[src/rtl/seg_int.sv]
// seg_int: reads a 4-digit 7-segment display word back into a binary number.
//
// Each byte of the display word is decoded to a BCD digit. The BCD value is then
// converted to binary with reverse double-dabble, one bit per cycle.
//
// Ports:
//   clk        system clock, rising edge
//   rst        synchronous, active-high reset
//   digits     segment word, [7:0] = ones digit .. [31:24] = thousands; bit 7 of each byte is DP
//   convert    start request, only sampled while idle
//   num        binary result, held until the next completion or reset
//   conv_done  one-cycle completion pulse (success or error)
//   error      last conversion saw an invalid segment pattern; sticky until next accepted start
//   busy       high whenever a conversion is in flight
module seg_int #(
    parameter int unsigned N_BITS = 14,
    parameter int unsigned N_DIG  = 4
) (
    input  logic                 clk,
    input  logic                 rst,
    input  logic [8*N_DIG-1:0]   digits,
    input  logic                 convert,
    output logic [N_BITS-1:0]    num,
    output logic                 conv_done,
    output logic                 error,
    output logic                 busy
);

    localparam int unsigned BcdW = 4 * N_DIG;
    localparam int unsigned SrW  = BcdW + N_BITS;
    localparam int unsigned CntW = $clog2(N_BITS);

    typedef enum logic [2:0] {
        StIdle = 3'd0,
        StLoad = 3'd1,
        StConv = 3'd2,
        StDone = 3'd3,
        StErr  = 3'd4
    } state_e;

    // Returns {valid, bcd}. A blank digit reads as zero.
    function automatic logic [4:0] seg_decode(input logic [6:0] seg);
        logic [4:0] res;
        case (seg)
            7'h3F, 7'h00: res = 5'h10;
            7'h06:        res = 5'h11;
            7'h5B:        res = 5'h12;
            7'h4F:        res = 5'h13;
            7'h66:        res = 5'h14;
            7'h6D:        res = 5'h15;
            7'h7D:        res = 5'h16;
            7'h07:        res = 5'h17;
            7'h7F:        res = 5'h18;
            7'h6F:        res = 5'h19;
            default:      res = 5'h00;
        endcase
        return res;
    endfunction

    state_e                        state_q, state_d;
    logic [N_DIG-1:0][6:0]         seg_q, seg_d;
    logic [SrW-1:0]                sr_q, sr_d;
    logic [CntW-1:0]               cnt_q, cnt_d;
    logic [N_BITS-1:0]             num_q, num_d;
    logic                          done_q, done_d;
    logic                          error_q, error_d;

    logic [4:0]                    dec;
    logic                          dec_ok;
    logic [BcdW-1:0]               bcd_all;
    logic [SrW-1:0]                sr_shift;

    // Decimal-point bits carry no value information.
    logic [N_DIG-1:0]              dp_unused;
    always_comb begin
        dp_unused = '0;
        for (int i = 0; i < int'(N_DIG); i++) begin
            dp_unused[i] = digits[8*i+7];
        end
    end

    always_comb begin
        state_d  = state_q;
        seg_d    = seg_q;
        sr_d     = sr_q;
        cnt_d    = cnt_q;
        num_d    = num_q;
        done_d   = 1'b0;
        error_d  = error_q;
        dec      = '0;
        dec_ok   = 1'b1;
        bcd_all  = '0;
        sr_shift = '0;

        case (state_q)
            StIdle: begin
                if (convert) begin
                    for (int i = 0; i < int'(N_DIG); i++) begin
                        seg_d[i] = digits[8*i +: 7];
                    end
                    error_d = 1'b0;
                    state_d = StLoad;
                end
            end
            StLoad: begin
                for (int i = 0; i < int'(N_DIG); i++) begin
                    dec              = seg_decode(seg_q[i]);
                    dec_ok           = dec_ok & dec[4];
                    bcd_all[4*i +: 4] = dec[3:0];
                end
                if (!dec_ok) begin
                    state_d = StErr;
                end else begin
                    sr_d    = {bcd_all, {N_BITS{1'b0}}};
                    cnt_d   = '0;
                    state_d = StConv;
                end
            end
            StConv: begin
                // Shift right, then undo the "+3" of forward double-dabble on each BCD nibble.
                // Nibbles are corrected independently; no borrow crosses a nibble boundary.
                sr_shift = sr_q >> 1;
                for (int i = 0; i < int'(N_DIG); i++) begin
                    if (sr_shift[N_BITS+4*i +: 4] >= 4'd8) begin
                        sr_shift[N_BITS+4*i +: 4] = sr_shift[N_BITS+4*i +: 4] - 4'd3;
                    end
                end
                sr_d  = sr_shift;
                cnt_d = cnt_q + CntW'(1);
                if (cnt_q == CntW'(N_BITS - 1)) begin
                    state_d = StDone;
                end
            end
            StDone: begin
                num_d   = sr_q[N_BITS-1:0];
                done_d  = 1'b1;
                state_d = StIdle;
            end
            StErr: begin
                num_d   = '0;
                error_d = 1'b1;
                done_d  = 1'b1;
                state_d = StIdle;
            end
            default: begin
                state_d = StIdle;
            end
        endcase
    end

    always_ff @(posedge clk) begin
        if (rst) begin
            state_q <= StIdle;
            seg_q   <= '0;
            sr_q    <= '0;
            cnt_q   <= '0;
            num_q   <= '0;
            done_q  <= 1'b0;
            error_q <= 1'b0;
        end else begin
            state_q <= state_d;
            seg_q   <= seg_d;
            sr_q    <= sr_d;
            cnt_q   <= cnt_d;
            num_q   <= num_d;
            done_q  <= done_d;
            error_q <= error_d;
        end
    end

    assign num       = num_q;
    assign conv_done = done_q;
    assign error     = error_q;
    assign busy      = (state_q != StIdle);

endmodule

[config.mk]
export PLATFORM = sky130hd
export DESIGN_NAME = seg_int
export DESIGN_NICKNAME = d
export VERILOG_FILES = /design/src/rtl/seg_int.sv
export SDC_FILE = /design/constraint.sdc
export NUM_CORES = 1
export LEC_CHECK = 0
export ABC_AREA = 1
export CAP_MARGIN = 20
export CORE_MARGIN = 3
export CORE_UTILIZATION = 55
export CTS_BUF_LIST = sky130_fd_sc_hd__clkbuf_4
export DETAILED_ROUTE_END_ITERATION = 10
export PLACE_DENSITY = 0.78
export SLEW_MARGIN = 25
export SYNTH_ARGS = -nofsm -noshare
export SYNTH_HDL_FRONTEND = slang
export SYNTH_SLANG_ARGS = --single-unit
[constraint.sdc]
create_clock -name clk -period 5.2 [get_ports clk]
set_clock_uncertainty 0.2 [all_clocks]
set_input_delay 0.52 -clock clk [delete_from_list [all_inputs] [get_ports clk]]
set_output_delay 0.52 -clock clk [all_outputs]
set_load 0.01 [all_outputs]
==> flow_metrics.env <==
export IMPL_setup_worst_path_start="seg_q[22]"
export IMPL_clk_path_buf_depth=2
export IMPL_power_mw=1.223
export IMPL_worstPathCellList="nand2_1 -> inv_2 -> nand2_1 -> nor2_1 -> nor2_1 -> nand2_1 -> nor2_1 -> nor2_2 -> nand3_4 -> nand2_2 -> nand2_1 -> nand2_1 -> nor2_1"
export IMPL_reg2reg_from="seg_q[22]"
export IMPL_r2r_cells=13
export IMPL_tightest_slew_ps=546.2
export IMPL_place_congestion=0.8333
export IMPL_setup_violations=0
export IMPL_synthFlopType="dfxtp_1"
export IMPL_fin_cells=765
export IMPL_dpl_hpwl_um=6094
export IMPL_numPortBuffers=47
export IMPL_synthAdderAreaFrac=0.02400
export IMPL_synth_compound_area_frac=0.1641
export IMPL_ir_drop_mv=0.1631
export IMPL_required_ps=5330
export IMPL_h_tree_depth=3
export IMPL_yosys_area_top_type="dfxtp_1"
export IMPL_ys_warn_count=0
export IMPL_clock_latency_ps=430
export IMPL_timing_rr_end="sr_q[22]"
export IMPL_finalCritPeriodShare=0.4885
export IMPL_r2r_setup_slack_ps=2660
export IMPL_grt_pass1_vias=3594
export IMPL_status="completed"
export IMPL_critPathSlowestCell="nand2_2"
export IMPL_die_area_um2=8666
export IMPL_max_clock_freq_ghz=0.3937
export IMPL_ys_ff_latch=81
export IMPL_drt_first_pass_iters=5
export IMPL_grt_usage=0.2078
export IMPL_yosys_area_share_simple=0.3212
export IMPL_num_vias=3950
export IMPL_drt_drc_violations_left=0
export IMPL_clk_pin_slew_ps=140
export IMPL_root_buffer="clkbuf_4"
export IMPL_postCtsResizedCells=0
export IMPL_wire_per_inst_um=11.21
export IMPL_ys_seq_area_frac=0.3887
export IMPL_netlist_area_um2=4172
export IMPL_cp_common_cell="nand2_1"
export IMPL_place_inst=749
export IMPL_ys_types=35
export IMPL_slew_violations=0
export IMPL_overflow=0
export IMPL_grt_max_degree=58
export IMPL_relSlewSlack=0.6349
export IMPL_cts_sinks=81
export IMPL_synth_xor_area_frac=0.008398
export IMPL_synthCells=628
export IMPL_synth_top_area_share=0.3887
export IMPL_synth_top_family_by_area="simple AND/OR/NAND/NOR gates"
export IMPL_ys_top_cells_by_area="dfxtp_1 (39%), nand2_1 (12%), a21oi_1 (9.1%), nor2_1 (8.1%), nand3_1 (7.4%)"
export IMPL_post_cts_repair_setup_buffers=0
export IMPL_cts_hold_buf=0
export IMPL_fin_nets=704
export IMPL_hp_class="reg2reg"
export IMPL_async_flop_share=0
export IMPL_grt_antenna_before_repair=0
export IMPL_grt_first_pass_wirelength_um=15080
export IMPL_endpoint_kind="flip-flop"
export IMPL_cts_tree="done"
export IMPL_die_h_um=93.09
export IMPL_tns_ps=0
export IMPL_start_util=0.5721
export IMPL_slowest_delay_ps=450
export IMPL_cts_buffers_inserted=9
export IMPL_drt_total_wl_um=8579
export IMPL_drive_above_1_share=0.06757
export IMPL_hold_viol_final=0
export IMPL_ant_nets=0
export IMPL_crit_type="reg2reg"
export IMPL_crit_arrival_ps=2670
export IMPL_rsz0062_at_grt="no"
export IMPL_postLayoutCellArea_um2=4806
export IMPL_synthMuxAreaShare=0
export IMPL_avgViaCountPerCell=5.163
export IMPL_endpoint="sr_q[22]"
export IMPL_chipWidth_um=93.09
export IMPL_synth_edf_count=0
export IMPL_place_area_um2=4659
export IMPL_syn_to_final_growth_pct=15.21
export IMPL_p_leak_nw=1.892
export IMPL_syn_num_nets=671
export IMPL_fin_crit_ps=2540
export IMPL_n_fill_cell=708
export IMPL_rows=31
export IMPL_cap_viol_max_count=0
export IMPL_crit_fanout=31
export IMPL_coreArea_um2=7292
export IMPL_worstSetupStartpointType="flip-flop"
export IMPL_powerDensity_nw_per_um2=254.5
export IMPL_io_pins=52
export IMPL_syn_avg_cell_area_um2=6.643
export IMPL_drt_iter0_drc=219
export IMPL_n_antenna_cell=0
synthesized netlist by cell type (4+ instances only):
| master | instances |
|---|---|
| dfxtp_1 | 81 |
| nor2_2 | 6 |
| ha_1 | 8 |
| nand2_1 | 129 |
| clkbuf_1 | 19 |
| nand3_1 | 62 |
| a21oi_1 | 76 |
| nor2_1 | 90 |
| nor3_1 | 4 |
| inv_2 | 9 |
| nand4_1 | 7 |
| inv_1 | 56 |
| o21ai_0 | 41 |
metrics by stage:
| step | hold WS (ps) | setup WS [ps] | util |
|---|---|---|---|
| 6_report | 270.5 | 2660 | 0.6591 |
| 3_3_place_gp | 248.7 | 2791 | 0.6390 |
| 2_1_floorplan | 236.1 | 3433 | - |
| 5_1_grt | 290.4 | 2352 | 0.6591 |
| 3_5_place_dp | 253.9 | 2705 | 0.6390 |
| 4_1_cts | 272.9 | 2678 | 0.6591 |
layout make-up:
class / count / area, um^2 / share of cell area
Timing Repair Buffer: 52 / 508.0 / 0.1057
Tap cell: 99 / 123.9 / 0.02577
Sequential cell: 81 / 1622 / 0.3374
Clock buffer: 9 / 67.56 / 0.01406
Multi-Input combinational cell: 452 / 2162 / 0.4499
Inverter: 65 / 244.0 / 0.05077
Clock inverter: 7 / 78.83 / 0.01640
registers in the layout, summed over array words and instances, names as in the netlist:
name / cells
cnt_q: 4
conv_done: 1
error: 1
num: 14
seg_q: 28
sr_q: 30
state_q: 3
worst min path at each step:
stage	slack (ps)	end	start	depth (start not counted)
CTS	270	sr_q[29]	sr_q[29]	2
global placement	250	sr_q[29]	sr_q[29]	2
finish	270	error	error	2
global route	290	error	error	2
floorplan	240	sr_q[29]	sr_q[29]	2
detailed placement	250	sr_q[29]	sr_q[29]	2
cells in the final DEF (no fill, tap or decap), drive strengths merged, types with 3 or more instances in the layout:
cell type and n:
dfxtp 81, a21oi 76, buf 5, inv 67, nor2 98, a31oi 3, nand2 131, ha 8
nand3 64, clkinvlp 3, o21ai 41, clkbuf 9, nand4 7, nor3 5, clkdlybuf4s50 47
metal layers:
layer,up-vias,GRT usage,part of all wire
met5,-,0,0
met4,0,0.05861,0.012
met3,10,0.04023,0.041
met2,81,0.3677,0.47
met1,1750,0.2563,0.47
li1,2109,-,-
power breakdown:
part           internal (mW)  switching [mW]
sequential             0.646          0.0267
combinational         0.0648          0.0996
clock                  0.150           0.235
total                  0.862           0.361
critical path, delay by kind of cell, from the launching register on:
kind                   cells  cell delay (ps)
buffers and inverters      1               70
DFF                        1              400
and+or+nand+nor           12             1770
kinds of logic (layout without fill, tap and decap cells):
logic type,count (synthesis),after routing
compound gates,130,130
buf+inv,95,133
fa+ha+maj,8,8
xor+xnor,4,4
simple gates,310,310
flops,81,81
Power figures use the tool's default switching activity.
